$ cat src/rtl/prog_loader_pkg.sv
// Shared types for the program loader: FSM state encoding and processor status codes.
// The status codes are also used by the processor top.
package prog_loader_pkg;

   typedef enum logic [2:0] {
      ST_IDLE,
      ST_LOAD,
      ST_RUN,
      ST_HALTED,
      ST_ERROR
   } state_t;

   localparam logic [1:0] STAT_AOK = 2'd0;
   localparam logic [1:0] STAT_HLT = 2'd1;
   localparam logic [1:0] STAT_INS = 2'd2;
   localparam logic [1:0] STAT_ERR = 2'd3;

   function automatic logic is_stopped(input logic [1:0] st);
      return st != STAT_AOK;
   endfunction

endpackage

$ cat src/rtl/prog_loader.sv
// Streams a program into instruction memory, then runs the processor until it stops.
// Optional: define PROG_LOADER_CHECKSUM_EN to treat the in_last byte as a modulo-256 checksum.
module prog_loader
   import prog_loader_pkg::*;
#(
   parameter int unsigned MEM_BYTES = 1024,
   parameter int unsigned ADDR_W    = 10
) (
   input  logic              clk,
   input  logic              rst_n,
   input  logic              start,
   input  logic              in_valid,
   output logic              in_ready,
   input  logic [7:0]        in_data,
   input  logic              in_last,
   output logic              imem_we,
   output logic [ADDR_W-1:0] imem_addr,
   output logic [7:0]        imem_wdata,
   input  logic [1:0]        cpu_status,
   output logic              cpu_run,
   output logic              load_err,
   output logic [1:0]        final_status,
   output logic [ADDR_W:0]   byte_count
);

   localparam logic [ADDR_W:0] FULL = (ADDR_W+1)'(MEM_BYTES);
   localparam logic [ADDR_W:0] ONE  = (ADDR_W+1)'(1);

   state_t state, nxt;
   logic   accept, is_data, full, ovf, wr, restart;

   assign accept  = in_valid && in_ready;
   assign full    = (byte_count == FULL);
   assign ovf     = accept && is_data && full;
   assign wr      = accept && is_data && !full;
   assign restart = start && (state == ST_IDLE || state == ST_HALTED || state == ST_ERROR);

`ifdef PROG_LOADER_CHECKSUM_EN
   logic [7:0] csum;
   logic       csum_ok;

   assign is_data = !in_last;
   assign csum_ok = (csum == in_data);

   always_ff @(posedge clk or negedge rst_n) begin
      if (!rst_n)       csum <= '0;
      else if (restart) csum <= '0;
      else if (wr)      csum <= csum + in_data;
   end
`else
   assign is_data = 1'b1;
`endif

   always_ff @(posedge clk or negedge rst_n) begin
      if (!rst_n) state <= ST_IDLE;
      else        state <= nxt;
   end

   always_comb begin
      nxt = state;
      case (state)
         ST_IDLE, ST_HALTED, ST_ERROR: if (start) nxt = ST_LOAD;
         ST_LOAD: begin
            if (ovf) nxt = ST_ERROR;
            else if (accept && in_last) begin
`ifdef PROG_LOADER_CHECKSUM_EN
               nxt = csum_ok ? ST_RUN : ST_ERROR;
`else
               nxt = ST_RUN;
`endif
            end
         end
         ST_RUN:  if (is_stopped(cpu_status)) nxt = ST_HALTED;
         default: nxt = ST_IDLE;
      endcase
   end

   always_comb begin
      in_ready = (state == ST_LOAD);
   end

   // cpu_run lags the RUN entry by one cycle so the final write lands before the core starts
   always_ff @(posedge clk or negedge rst_n) begin
      if (!rst_n) begin
         imem_we      <= 1'b0;
         imem_addr    <= '0;
         imem_wdata   <= '0;
         cpu_run      <= 1'b0;
         load_err     <= 1'b0;
         final_status <= STAT_AOK;
         byte_count   <= '0;
      end else begin
         imem_we <= wr;
         cpu_run <= (state == ST_RUN) && (nxt == ST_RUN);
         if (wr) begin
            imem_addr  <= byte_count[ADDR_W-1:0];
            imem_wdata <= in_data;
            byte_count <= byte_count + ONE;
         end
         if (restart) begin
            byte_count   <= '0;
            load_err     <= 1'b0;
            final_status <= STAT_AOK;
         end
         if (state == ST_LOAD && nxt == ST_ERROR) load_err <= 1'b1;
         if (state == ST_RUN && nxt == ST_HALTED) final_status <= cpu_status;
      end
   end

endmodule

$ cat config.mk
export PLATFORM = sky130hd
export DESIGN_NAME = prog_loader
export DESIGN_NICKNAME = d
export VERILOG_FILES = /design/src/rtl/prog_loader_pkg.sv /design/src/rtl/prog_loader.sv
export SDC_FILE = /design/constraint.sdc
export NUM_CORES = 1
export LEC_CHECK = 0
export CAP_MARGIN = 0
export CORE_UTILIZATION = 42
export CTS_CLUSTER_DIAMETER = 200
export CTS_CLUSTER_SIZE = 14
export DETAILED_ROUTE_END_ITERATION = 6
export PLACE_DENSITY = 0.75
export SETUP_SLACK_MARGIN = 0.05
export SLEW_MARGIN = 10
export SYNTH_ARGS = -nofsm -noshare
export SYNTH_HDL_FRONTEND = slang
export SYNTH_SLANG_ARGS = --single-unit
$ cat constraint.sdc
create_clock -name clk -period 1.7 [get_ports clk]
set_input_delay 0.34 -clock clk [delete_from_list [all_inputs] [get_ports clk]]
set_output_delay 0.34 -clock clk [all_outputs]
set_load 0.03 [all_outputs]
==> results of run 1 <==
==> repair_timing <==
action                                  in CTS  in global routing
gates resized for setup                     35                  7
endpoints found under the setup margin      34                 17
buffers inserted                             3                  0
pin swaps                                    1                  0
==> state kept, by name, indices dropped and copies added, names as in the netlist <==
name / flops
byte_count: 11
cpu_run: 1
final_status: 2
imem_addr: 10
imem_wdata: 8
imem_we: 1
load_err: 1
state: 3
==> synth_stat cells (3+ instances only) <==
master,n
a21oi_1,5
dfrtp_1,37
inv_1,5
mux2_2,3
mux2_4,14
nand2_1,17
nand3_1,6
nand4_1,3
nor2_1,8
o21ai_0,5
or3_1,4
xor2_1,4
==> metrics by stage <==
| step | power, uW | TNS (ps) | area [um^2] | utilization, % | setup WS (ps) |
|---|---|---|---|---|---|
| final | 3770 | 0 | 2510 | 63.3 | 67.6 |
| after global routing | 3960 | 0 | 2510 | 63.3 | 12.2 |
| after global placement | 3040 | -5020 | 2390 | 60.1 | -248 |
| after detailed placement | 3080 | -5400 | 2390 | 60.1 | -314 |
| after floorplan | 2430 | 0 | 1780 | - | 50.9 |
| after CTS | 3780 | 0 | 2500 | 62.9 | 52.2 |
==> kinds of logic after synthesis <==
kind of cell / synth area share, %
adders and majority gates: 1.44
AOI/OAI and AO/OA: 6.63
muxes: 14.0
buffers and inverters: 3.31
and+or+nand+nor: 18.2
DFF: 53.3
xor gates and xnor gates: 3.03
==> area by class of cell <==
type	count	area share, %
Sequential cell	37	37.2
Multi-Input combinational cell	95	31.7
Timing Repair Buffer	66	23.1
Clock buffer	6	3.29
Tap cell	50	2.49
Clock inverter	2	1.49
Inverter	5	0.747
==> layer usage <==
| metal | part of all wire [%] | vias to the layer above |
|---|---|---|
| li1 | - | 640 |
| met1 | 45 | 643 |
| met2 | 49 | 41 |
| met3 | 4.9 | 6 |
| met4 | 1.4 | 0 |
| met5 | 0 | - |
==> power groups by stage <==
stage	combinational [uW]	clock (uW)	sequential (uW)
floorplan	748	0	1680
global placement	1740	0	1300
detailed placement	1770	0	1310
CTS	1700	806	1280
global route	1800	841	1320
finish	1700	784	1280
==> worst max-delay path by stage <==
stage                    end  slack, ps  depth (start not counted)
2_1_floorplan   imem_addr[5]         50                          4
3_3_place_gp   byte_count[9]       -250                          5
3_5_place_dp   byte_count[9]       -310                          5
4_1_cts              imem_we         50                          1
5_1_grt        byte_count[9]         10                          4
6_report       byte_count[9]         70                          4
==> flow_metrics.env, run 1 <==
export IMPL_grt_first_pass_wirelength_um=6440
export IMPL_most_common_layout_cells="dlygate4sd2_1, dfrtp_1, nand2_1, buf_4, mux2_4"
export IMPL_vias_per_cell=5.10
export IMPL_die_area_um2=4400
export IMPL_synth_async_sr_flop_share_pct=100
export IMPL_cts_num_sinks=37
export IMPL_cellInternalPower_uw=2330
export IMPL_worstSkewPairLatency_ps=290
export IMPL_violated_checks="DRC"
export IMPL_worst_r2r_startpoint="state[2]"
export IMPL_yosys_area_top_type="dfrtp_1"
export IMPL_clock_fmax_ghz=0.613
export IMPL_startpoint="state[2]"
export IMPL_worst_pin_slew_ps=521
export IMPL_drc=1
export IMPL_fillers=298
export IMPL_grt_antenna_before_repair=0
export IMPL_peakVddDrop_mv=0.903
export IMPL_drt_total_wl_um=3880
export IMPL_tritoncts="built"
export IMPL_layout_cells_most_common="dlygate4sd2_1"
export IMPL_place_detailed_instances=250
export IMPL_synth_area_top_cells="dfrtp_1, mux2_4, nand2_1, xor2_1, mux2_2"
export IMPL_gr_usage_met2_pct=31.0
export IMPL_critical_path_required_ps=1920
export IMPL_synth_largest_type_area_fraction_pct=53.3
export IMPL_total_switching_power_uw=1430
export IMPL_critPathCaptureType="register"
export IMPL_drt_pre_antenna_iters=6
export IMPL_routabilityCongestion=0.838
export IMPL_floorplan_core_area_um2=3970
export IMPL_multi_input_area_um2=796
export IMPL_path_buf_inv=0
export IMPL_initial_utilization_pct=43.7
export IMPL_yosysWarnings=0
export IMPL_synth_enable_flop_cells=0
export IMPL_global_route_usage_met1_pct=26.4
export IMPL_maximum_number_of_pins_on_one_net_before_global_route_repair=25
export IMPL_status="finished with violations"
export IMPL_syn_avg_cell_area_um2=12.2
export IMPL_final_net_count=227
export IMPL_mappedNetlistArea_um2=1740
export IMPL_critPathMaxStageDelay_ps=420
export IMPL_share_clk_of_total_power_pct=20.8
export IMPL_timing_reg2reg_setup_slack_ps=70
export IMPL_worstSetupStartpointType="register"
export IMPL_synth_seq_area_share_pct=53.3
export IMPL_clk_pin_slew_worst_paths_ps=70
export IMPL_rsz_0062_raised_after_global_routing="true"
export IMPL_wire_length_per_cell_um=14.8
export IMPL_worst_r2r_path_depth=4
export IMPL_timing_worst_setup_path_type="reg -> reg"
export IMPL_mappedNetlistNets=159
export IMPL_final_setup_skew_ps=5.09
export IMPL_cp_cell_sequence="nand4bb_4, or3_4, or3_1, a21oi_2"
export IMPL_yosys_register_bits=37
export IMPL_clock_path_buffers=2
export IMPL_cell_pwr_density_nw_per_um2=1500
export IMPL_pwr_share_comb_pct=45.1
export IMPL_finalCritPeriodShare_pct=96.0
export IMPL_htree_num_levels=2
export IMPL_max_slew_margin_pct=65.3
export IMPL_netSwitchingFraction_pct=38.1
export IMPL_violation_count_after_the_first_detailed_routing_iteration=66
export IMPL_dp_hpwl_um=2780
export IMPL_synthFlopType="dfrtp_1"
export IMPL_syn2layout_area_growth_pct=44.7
export IMPL_grt_usage_pct=20.2
export IMPL_period_needed_ps=1630
export IMPL_num_vias=1330
export IMPL_vias_in_the_first_global_route=1328
export IMPL_ys_types=35
export IMPL_hp_class="in -> async"
export IMPL_critical_path_top_delay_family="simple AND/OR/NAND/NOR gates"
export IMPL_seq_area_um2=936
export IMPL_floorplan_die_height_um=66.3
export IMPL_leakage_uw=0.00124
export IMPL_groute_layer_met3_usage_pct=5.86
export IMPL_finish_cell_count_without_fillers=261
export IMPL_cts_hold_repair_buffers=0
export IMPL_rows=23
export IMPL_slew_limit_fails=0
export IMPL_buffer_ports_inserted=49
export IMPL_antennaDiodeCount=0
export IMPL_crit_reg2reg_capture="byte_count[9]"
export IMPL_fin_worst_hold_slack_ps=11.8
export IMPL_report_final_setup_viol=0
export IMPL_arrival_ps=1850
export IMPL_grt_max_usage_layer="met2"
export IMPL_seqPwrFrac_pct=34.0
export IMPL_overflow=0
export IMPL_max_cap_violations=0
export IMPL_crit_path_top_delay_cell="dfrtp_1"
export IMPL_finalHoldViolCount=0
export IMPL_drt_antenna_violating_nets=0
export IMPL_cts_made_buffers=5
export IMPL_synthCells=142
export IMPL_clock_tree_root_cell="clkbuf_8"
export IMPL_num_ports=50
export IMPL_post_route_cells_drive_above_1_share_pct=30.3
export IMPL_highest_fanout_seen_on_the_critical_path=4
export IMPL_chipWidth_um=66.3
Note: power is estimated with default switching activity, not from simulation.
==> run 2, diff against run 1 <==
--- a/config.mk
+++ b/config.mk
@@ -6,6 +6,7 @@
 export NUM_CORES = 1
 export LEC_CHECK = 0
 export CAP_MARGIN = 0
+export CORE_MARGIN = 10
 export CORE_UTILIZATION = 42
 export CTS_CLUSTER_DIAMETER = 200
 export CTS_CLUSTER_SIZE = 14
==> run 2 against run 1 <==
The flow now finishes without violations. Sequential share of layout area is 0.63 points higher. Maximum frequency is 0.12% lower. Critical path depth stayed put. Non-clock buffer count stayed put. Global-route usage is 7.3 points lower. Cell count stayed put. Final area is 1.5% lower. Register-to-register slack hardly changed. Setup slack worse by 2.0 ps. First-iteration DRC count is 20% higher. Highest routed layer unchanged. Core utilization is 1.4 points lower. Combinational power is 2% higher.
==> flow_metrics.env, run 2 (same netlist as run 1, synthesis figures left out) <==
export IMPL_peakVddDrop_mv=0.919
export IMPL_period_needed_ps=1630
export IMPL_dp_hpwl_um=3490
export IMPL_arrival_ps=1850
export IMPL_clock_fmax_ghz=0.612
export IMPL_vias_per_cell=5.23
export IMPL_max_cap_violations=0
export IMPL_highest_fanout_seen_on_the_critical_path=7
export IMPL_die_area_um2=7110
export IMPL_violation_count_after_the_first_detailed_routing_iteration=79
export IMPL_worstSkewPairLatency_ps=290
export IMPL_grt_first_pass_wirelength_um=7500
export IMPL_layout_cells_most_common="dlygate4sd2_1"
export IMPL_drt_total_wl_um=4530
export IMPL_post_route_setup_tns_ps=0
export IMPL_finish_utilization_pct=61.9
export IMPL_maximum_number_of_pins_on_one_net_before_global_route_repair=18
export IMPL_hp_class="in -> async"
export IMPL_wire_length_per_cell_um=17.3
export IMPL_worst_r2r_path_depth=4
export IMPL_floorplan_die_height_um=84.3
export IMPL_num_ports=50
export IMPL_grt_usage_pct=12.9
export IMPL_max_slew_margin_pct=67.1
export IMPL_grt_antenna_before_repair=0
export IMPL_drc=0
export IMPL_leakage_uw=0.00125
export IMPL_startpoint="state[2]"
export IMPL_num_vias=1365
export IMPL_worstSetupStartpointType="register"
export IMPL_crit_reg2reg_capture="byte_count[9]"
export IMPL_clk_pin_slew_worst_paths_ps=70
export IMPL_initial_utilization_pct=43.4
export IMPL_drt_pre_antenna_iters=4
export IMPL_critical_path_required_ps=1910
export IMPL_antennaDiodeCount=0
export IMPL_biggestRegsByFlops="byte_count (11), imem_addr (10), imem_wdata (8)"
export IMPL_status="finished, final reports clean"
export IMPL_regMostFlops="byte_count"
export IMPL_timing_worst_setup_path_type="reg -> reg"
export IMPL_clock_tree_root_cell="clkbuf_8"
export IMPL_post_route_cells_drive_above_1_share_pct=28.4
export IMPL_buffer_ports_inserted=49
export IMPL_slew_limit_fails=0
export IMPL_rows=23
export IMPL_critical_path_endpoint="byte_count[9]"
export IMPL_final_setup_skew_ps=7.28
export IMPL_worst_r2r_startpoint="state[2]"
export IMPL_report_final_setup_viol=0
export IMPL_tritoncts="built"
export IMPL_finalCritPeriodShare_pct=96.1
export IMPL_overflow=0
export IMPL_drt_antenna_violating_nets=0
export IMPL_finalHoldViolCount=0
export IMPL_cts_made_buffers=5
export IMPL_syn2layout_area_growth_pct=42.5
export IMPL_largest_register_ff_count=11
export IMPL_rsz_0062_raised_after_global_routing="true"
export IMPL_timing_reg2reg_setup_slack_ps=70
export IMPL_vias_in_the_first_global_route=1457
export IMPL_most_common_layout_cells="dlygate4sd2_1, dfrtp_1, nand2_1, buf_4, mux2_4"
export IMPL_chipWidth_um=84.3
export IMPL_cell_pwr_density_nw_per_um2=1450
export IMPL_worst_slack_ps=65.6
export IMPL_htree_num_levels=2
export IMPL_routabilityCongestion=0.881
export IMPL_cts_num_sinks=37
export IMPL_final_net_count=227
export IMPL_pre_cts_ws_ps=-332
export IMPL_worst_pin_slew_ps=488
export IMPL_critPathCaptureType="register"
export IMPL_floorplan_core_area_um2=4000
export IMPL_fin_total_pwr_uw=3590
export IMPL_clock_path_buffers=2
## run 2: worst max-delay path, stage by stage (launching register included)
cell and delay [ps]:
dfrtp_2 450, nand4bb_4 270, or3_4 390, or3_1 330, a21oi_2 120
## run 2: area by class of cell
cell class	count	area (um^2)
fill	337	1530
sequential	37	937
multi-input combinational	95	796
timing repair buffer	66	581
clock buffer	8	80.1
tap	50	62.6
inverter	5	18.8
## run 2: worst min path at each step
| stage | slack [ps] | end | cells past startpoint | startpoint |
|---|---|---|---|---|
| 3_5_place_dp | 280 | imem_addr[3] | 1 | rst_n |
| 4_1_cts | 490 | load_err | 2 | load_err |
| 3_3_place_gp | 280 | imem_addr[3] | 1 | rst_n |
| 2_1_floorplan | 40 | byte_count[0] | 0 | rst_n |
| 5_1_grt | 520 | imem_addr[3] | 2 | rst_n |
| 6_report | 490 | imem_addr[3] | 2 | rst_n |
## run 2: power by group
part | switching (uW) | internal [uW] | total, uW
clock | 288 | 291 | 579
combinational | 991 | 754 | 1740
sequential | 154 | 1110 | 1270
## run 2: layer usage
layer | GRT usage [%] | routed length (um) | vias up | share of wire [%]
met5 | 0 | 0 | - | 0
met3 | 3.57 | 288 | 9 | 6.4
met2 | 21.7 | 2250 | 50 | 50
li1 | - | - | 639 | -
met1 | 15.1 | 1920 | 667 | 42
met4 | 5.02 | 68 | 0 | 1.5
## run 2: what timing repair did
item | in CTS | in global routing
cloned | 0 | 0
hold buffers | 1 | 0
pin swaps | 0 | 5
setup buffers | 0 | 3
endpoints found under the setup margin | 41 | 25
endpoints found under the hold margin | 15 | 0
resized for setup | 33 | 7
## run 2: metrics by stage
| stage | hold slack [ps] | instances | area (um^2) |
|---|---|---|---|
| after floorplan | 44.4 | 142 | 1780 |
| after global placement | 279 | 249 | 2380 |
| after detailed placement | 282 | 249 | 2380 |
| after CTS | 488 | 258 | 2430 |
| after global routing | 519 | 261 | 2470 |
| final | 494 | 261 | 2470 |
==> run 3, diff against run 2 <==
--- a/config.mk
+++ b/config.mk
@@ -13,7 +13,6 @@
 export DETAILED_ROUTE_END_ITERATION = 6
 export PLACE_DENSITY = 0.75
 export SETUP_SLACK_MARGIN = 0.05
-export SLEW_MARGIN = 10
 export SYNTH_ARGS = -nofsm -noshare
 export SYNTH_HDL_FRONTEND = slang
 export SYNTH_SLANG_ARGS = --single-unit
==> results of run 3 <==
The final DEF is identical to that of run 2; final timing and power are the same.
